### config.mk
export PLATFORM = sky130hd
export DESIGN_NAME = fric_switch_nport
export DESIGN_NICKNAME = d
export VERILOG_FILES = /design/src/rtl/fric_switch_nport.sv
export SDC_FILE = /design/constraint.sdc
export NUM_CORES = 1
export LEC_CHECK = 0
export ABC_CLOCK_PERIOD_IN_PS = 2900
export BUFFER_PORTS_ARGS = -buffer_cell sky130_fd_sc_hd__buf_2
export CAP_MARGIN = 20
export CORE_ASPECT_RATIO = 0.75
export CORE_UTILIZATION = 50
export CTS_CLUSTER_DIAMETER = 60
export CTS_CLUSTER_SIZE = 28
export DETAILED_ROUTE_END_ITERATION = 16
export PLACE_DENSITY = 0.81
export SLEW_MARGIN = 10
export SYNTH_ARGS = -nofsm -noshare
export SYNTH_HDL_FRONTEND = slang
export SYNTH_SLANG_ARGS = --single-unit
### constraint.sdc
create_clock -name clk -period 2.9 [get_ports clk]
set_clock_uncertainty 0.05 [all_clocks]
set_input_delay 0.435 -clock clk [delete_from_list [all_inputs] [get_ports clk]]
set_output_delay 0.435 -clock clk [all_outputs]
set_load 0.02 [all_outputs]
### src/rtl/fric_switch_nport.sv
// FRIC switch: one master port fanned out to NPORTS slave ports,
// with response timeout, request rejection and status outputs.
module fric_switch_nport #(
    parameter int NPORTS  = 7,
    parameter int TIMEOUT = 255
) (
    input  logic                  clk,
    input  logic                  rst,
    input  logic [7:0]            fric_in0,
    output logic [7:0]            fric_out0,
    input  logic [8*NPORTS-1:0]   fric_in_s,
    output logic [8*NPORTS-1:0]   fric_out_s,
    output logic                  busy,
    output logic                  err_pulse,
    output logic [1:0]            err_code
);

    localparam int CW = $clog2(TIMEOUT + 1);

    typedef enum logic [3:0] {
        IDLE,
        REQ_ADR,
        WDAT0,
        WDAT1,
        WACK,
        REP_ADR,
        RDAT0,
        RDAT1,
        ERR0,
        ERR1
    } state_t;

    state_t state, nxt;

    logic [7:0]          inr0;
    logic [8*NPORTS-1:0] inr_s;
    logic [3:0]          psel, psel_n;
    logic [3:0]          typ, typ_n;
    logic [CW-1:0]       cnt, cnt_n, cnt_inc;

    logic [7:0]          rep;
    logic [7:0]          fwd;
    logic [3:0]          fsel;
    logic [7:0]          out0_n;
    logic [8*NPORTS-1:0] outs_n;
    logic                pulse_n;
    logic [1:0]          code_n;
    logic                bad_port;
    logic                ill_type;

    assign cnt_inc  = cnt + CW'(1);
    assign bad_port = (inr0[3:0] == 4'd0) ||
                      (int'(inr0[3:0]) > NPORTS);
    assign ill_type = (inr0[7:4] != 4'd2) &&
                      (inr0[7:4] != 4'd3);

    // Only the selected slave's lane is ever looked at.
    always_comb begin
        rep = 8'h00;
        for (int k = 0; k < NPORTS; k++) begin
            if (psel == 4'(k + 1)) rep = inr_s[8*k +: 8];
        end
    end

    always_comb begin
        nxt     = state;
        psel_n  = psel;
        typ_n   = typ;
        cnt_n   = '0;
        out0_n  = 8'h00;
        fwd     = 8'h00;
        fsel    = psel;
        pulse_n = 1'b0;
        code_n  = err_code;
        unique case (state)
            IDLE: begin
                if (inr0[7:4] != 4'd0) begin
                    psel_n = inr0[3:0];
                    typ_n  = inr0[7:4];
                    fsel   = inr0[3:0];
                    if (bad_port || ill_type) begin
                        nxt     = ERR0;
                        pulse_n = 1'b1;
                        code_n  = bad_port ? 2'd2 : 2'd3;
                        out0_n  = {4'hF, inr0[3:0]};
                    end else begin
                        nxt = REQ_ADR;
                        fwd = {inr0[7:4], 4'h0};
                    end
                end
            end
            REQ_ADR: begin
                fwd = inr0;
                nxt = (typ == 4'd2) ? WDAT0 : WACK;
            end
            WDAT0: begin
                fwd = inr0;
                nxt = WDAT1;
            end
            WDAT1: begin
                fwd = inr0;
                nxt = WACK;
            end
            // A reply header beats a timeout landing on the same cycle.
            WACK: begin
                if (rep[7:4] != 4'd0) begin
                    out0_n = {rep[7:4], psel};
                    nxt    = REP_ADR;
                end else if (cnt_inc == CW'(TIMEOUT)) begin
                    out0_n  = {4'hF, psel};
                    pulse_n = 1'b1;
                    code_n  = 2'd1;
                    nxt     = ERR0;
                end else begin
                    cnt_n = cnt_inc;
                end
            end
            REP_ADR: begin
                out0_n = rep;
                nxt    = (typ == 4'd2) ? IDLE : RDAT0;
            end
            RDAT0: begin
                out0_n = rep;
                nxt    = RDAT1;
            end
            RDAT1: begin
                out0_n = rep;
                nxt    = IDLE;
            end
            ERR0: nxt = ERR1;
            ERR1: nxt = IDLE;
            default: nxt = IDLE;
        endcase
    end

    always_comb begin
        outs_n = '0;
        for (int k = 0; k < NPORTS; k++) begin
            if (fsel == 4'(k + 1)) outs_n[8*k +: 8] = fwd;
        end
    end

    always_ff @(posedge clk) begin
        if (rst) begin
            state      <= IDLE;
            psel       <= 4'd0;
            typ        <= 4'd0;
            cnt        <= '0;
            inr0       <= 8'h00;
            inr_s      <= '0;
            fric_out0  <= 8'h00;
            fric_out_s <= '0;
            busy       <= 1'b0;
            err_pulse  <= 1'b0;
            err_code   <= 2'd0;
        end else begin
            state      <= nxt;
            psel       <= psel_n;
            typ        <= typ_n;
            cnt        <= cnt_n;
            inr0       <= fric_in0;
            inr_s      <= fric_in_s;
            fric_out0  <= out0_n;
            fric_out_s <= outs_n;
            busy       <= (nxt != IDLE);
            err_pulse  <= pulse_n;
            err_code   <= code_n;
        end
    end

endmodule

Yosys cells after proc, flatten, opt, wreduce, memory -nomap -nowiden. Cells that the tools add are included.

Register bits after elaboration: 152. Input bits: 66. Output and inout bits: 68. Logic and storage cells: 113.

$add $sub $neg: 1. Order comparisons: 1. Equal/unequal tests: 30. Mux-type cells: 35. Bitwise gates (word level): 8. Reductions and logical operators: 21.

Operator list (number): 2-to-1 mux 8 bit (13); equality test 4 x 3 -> 1 bit, second input constant (12); case mux 4 bit (8 select lines) (1); equality test 4 x 2 -> 1 bit, second input constant (7); 2-to-1 mux 4 bit (6); case mux 8 bit (3 select lines) (1); case mux 8 bit (2 select lines) (1); OR reduction 2 bit (7); equality test 4 x 1 -> 1 bit, second input constant (3); nonzero test 4 bit (3); adder 8 x 1 -> 8 bit, second input constant (1); equality test 8 bit, second input constant (1); zero test 4 bit (2); 2-to-1 mux 2 bit (4); != test 2 bit, second input constant (4); != test 4 x 2 -> 1 bit, second input constant (2); NOT 1 bit (8); 2-to-1 mux 3 bit (2); OR reduction 3 bit (2); 2-to-1 mux 1 bit (5); AND reduction 5 bit (1); equality test 4 bit, second input constant (1); greater-than comparator 4 x 3 -> 1 bit, second input constant (1); case mux 2 bit (2 select lines) (1); 6 further kinds (7).

Logic depth before layout (Yosys ltp).
Word-level depth: 12. Gate-level depth with buffers: 9. Mapped depth without buffers: 7.

Least setup slack after synthesis. OpenSTA, ideal clock, no wires.

Kind: register to register. Start: reg cnt[0]. End: reg err_code[0]. Library setup time: 86 ps. Arrival: 2017 ps. Data required time: 2764 ps. Path slack: 748 ps. Stages on the path, launching flop included: 8. Path buffers: 0. Period minus slack after synthesis: 2152 ps. Cell sequence: dfxtp_1 ha_1 nand2_1 or3b_1 a21o_1 a221oi_4 nand4_2 a211oi_1.

Cells in the longest elaborated chain, start to end: 4.

RTL lines: from (decl) (RTL line 39) `logic [CW-1:0] cnt, cnt_n, cnt_inc;`; from (signal assigned) (RTL line 160) `cnt <= cnt_n;`; adder 8 x 1 -> 8 bit (RTL line 51) `assign cnt_inc = cnt + CW'(1);`; equality test 8 bit (RTL line 109) `end else if (cnt_inc == CW'(TIMEOUT)) begin`; != test 2 bit (no source line); AND reduction 5 bit (no source line); to (signal assigned) (RTL line 167) `err_code <= code_n;`; to (decl) (RTL line 15) `output logic [1:0] err_code`.

No other way between the ends. A chain may end at the register's enable or synchronous reset.

Final worst setup path.
Start: reg psel[1]. End: reg cnt[4].

Cells in the longest elaborated chain, start to end: 10. Elaborated cells between the ends (all ways): 16. Classes of those cells: eq/ne: 7; mux: 7; reduce/logical: 2.

RTL lines: from (decl) (RTL line 37) `logic [3:0] psel, psel_n;`; from (signal assigned) (RTL line 158) `psel <= psel_n;`; equality test 4 x 1 -> 1 bit (RTL line 61) `if (psel == 4'(k + 1)) rep = inr_s[8*k +: 8];`; 2-to-1 mux 8 bit (6 in series) (RTL line 61); 2-to-1 mux 8 bit (*) (RTL line 61); nonzero test 4 bit (*) (RTL line 106) `if (rep[7:4] != 4'd0) begin`; OR reduction 4 bit (no source line) (*).

Every way passes the cells marked *; elsewhere a longest branch is shown, timed or not.

==> qor.yml <==
routing:
  drt-pass1-iter-count: 7
  avgViaCountPerCell: 5.16
  wl_per_cell_um: 15.2
  drt-total-wl_mm: 12.4
  drt_iter0_drc: 276
  vias: 4224
  drtAntennaViolNets: 0
  remaining_drc_errors: 0
worst_setup_path:
  endpoint_kind: "flop"
  cp-start-kind: "flop"
  arrival_ns: 2.91
  critPathMaxFanout: 17
  crit_type: "flop to flop"
  required_ns: 3.20
power:
  switching_share: 0.281
  power_frac_seq: 0.444
  pwr-share-comb: 0.149
  power_leakage_uw: 0.00277
  power_per_cell_area_nw_per_um2: 776
  peakVddDrop_v: 0.000453
  clkPwrFrac: 0.407
  power.switching_uw: 1460
  internal_power_uw: 3730
finish:
  antennaDiodeCount: 0
  fin_nets: 738
  seq_area_um2: 3040
  drive_above_1_share: 0.302
  area_delta_synth_final_pct: 25.2
  layout.cells.non_filler: 819
  multi_input_area_um2: 2160
  n_fill_cell: 803
placement:
  dpl.cell_count: 787
  gp_congestion: 0.908
  port_buffers: 133
  place_hpwl_mm: 8.87
global_routing:
  grt_pass1_wl_mm: 20.2
  grt_pass1_vias: 4121
  grt_overflow: 0
  antenna_found_initial: 0
  grt_usage: 0.235
  grt_max_degree: 58
timing:
  setup_tns_ns: 0
  period_needed_ns: 2.61
  relSlewSlack: 0.445
  rsz0062_at_grt: "no"
  clock.fmax_mhz: 383
  finalHoldViolations: 0
  maxSlewViolCount: 0
  tightestPinTransition_ns: 0.828
  fin_crit_sh: 0.901
  final-setup-viol-count: 0
clock_network:
  clockRootBuffer: "clkbuf_16"
  cts_tree: "built"
  cts_buffers: 17
  numClockSinks: 152
  clk_latency_ns: 0.41
  htreeDepth: 4
  holdBufCountCts: 0
  path_clk_slew_ns: 0.06
  clk_path_buf_depth: 2
status:
  status: "complete, no violations"
yosys:
  synth_edf_count: 0
  syn_avg_cell_area_um2: 10.0
  yosysMostFrequentCell: "dfxtp_1"
  synth_compound_area_frac: 0.110
  syn-cell-area_um2: 5340
  async_flop_share: 0
  yosysTopAreaCellShare: 0.570
  synthFlopType: "dfxtp_1"
  synth-xor-area-share: 0.0131
  synth_nets: 602
  seq_area_frac_synth: 0.570
  synthMuxAreaShare: 0.0279
  synthTopCellsByArea: "dfxtp_1, nor2b_1, nor2_1"
  synth_simple_gate_area_frac: 0.249
  ys_types: 60
  netlist_instances: 534
  synth_top_family_by_area: "simple AND/OR/NAND/NOR gates"
  ys_ff_latch: 152
  yosys.area_share.adder: 0.00469
  yosys_warnings: 0
  synth_top_area_cell: "dfxtp_1"
  synth.top_cells.by_count: "dfxtp_1, nor2_1, nor2b_1"
flow_run:
  drv_cap: 0
floorplan:
  ioPinCount: 134
  die_x_um: 121
  die-area_um2: 11100
  rows: 32
  die_h_um: 91.5
  initial_utilization: 0.517
  fp.coreArea_um2: 10300
hold_path:
  hp-class: "input port to flop"
[registers in the layout (all words and copies together), names as in the netlist]
name,cells
state,4
psel,4
inr_s,56
busy,1
err_pulse,1
typ,4
err_code,2
fric_out0,8
inr0,8
cnt,8
fric_out_s,56
[cell type report]
type,instances,share of cell area
multi-input cells,356,0.323
clock inverters,14,0.0204
flip-flops and latches,152,0.455
clock buffers,18,0.0657
repair buffers,141,0.109
well taps,136,0.0255
inverters,2,0.00112
[worst max-delay path: stages (launching register included)]
cell and delay, ns:
dfxtp_1 0.74, or3b_1 0.29, o22a_1 0.15, o21ai_0 0.15, nand4bb_4 0.28, or4b_1 0.71, nor2_2 0.17
[worst paths after layout]
| path | slack, ns | startpoint | end | cells after the start |
|---|---|---|---|---|
| worst max register to register | 0.29 | psel[1] | cnt[4] | 6 |
| worst min register to register | 0.46 | typ[2] | typ[2] | 2 |
| worst min-delay path | 0.17 | fric_in_s[30] | inr_s[30] | 2 |
| worst max-delay path | 0.29 | psel[1] | cnt[4] | 6 |
[cells by family after synthesis]
group	Yosys count
DFF	152
AOI/OAI and AO/OA	85
xor gates and xnor gates	8
adders and majority gates	2
muxes	14
buffers and inverters	26
and+or+nand+nor	247
[layer usage]
layer	part of all wire	track usage
met1	0.44	0.300
met2	0.48	0.384
met3	0.061	0.0590
met4	0.017	0.0823
met5	0	0
[cell usage in the layout, fill, tap and decap left out, types with 3 or more instances in the layout]
cell,n
dfxtp_1,151
buf_2,133
nor2_1,82
nor2b_1,69
nand2_1,29
a21oi_1,24
clkbuf_16,17
nand3_1,11
o21ai_0,10
nand2b_1,9
o22ai_1,8
nor2_2,8
nor3_1,8
buf_4,8
mux2i_1,7
mux2_2,7
nand3b_1,6
a22oi_1,5
xnor2_1,5
or2_2,4
o21ai_1,4
a211oi_1,4
a221oi_1,4
clkinvlp_4,4
inv_6,4
nor4_1,3
o21a_1,3
xor2_1,3
[what timing repair did]
action,4_1_cts,5_1_grt
gates resized for setup,0,1
buffers inserted,0,0
setup endpoints to repair,0,2
[stage by stage]
stage / hold WS, ns / total power, uW / area, um2 / setup slack [ns] / utilization
finish: 0.174 / 5190 / 6680 / 0.286 / 0.647
global route: 0.177 / 5390 / 6680 / 0.0983 / 0.647
CTS: 0.166 / 5200 / 6680 / 0.166 / 0.647
detailed placement: 0.437 / 3100 / 6110 / 0.181 / 0.591
global placement: 0.425 / 3060 / 6100 / 0.327 / 0.590
floorplan: 0.407 / 2870 / 5340 / 0.748 / -
[power by group through the flow]
stage	Sequential, uW	Combinational [uW]	Clock, uW
after global routing	2320	839	2230
after floorplan	2350	523	0
after CTS	2300	764	2130
after detailed placement	2350	754	0
after global placement	2340	720	0
final	2300	773	2110
Power figures use the tool's default switching activity.
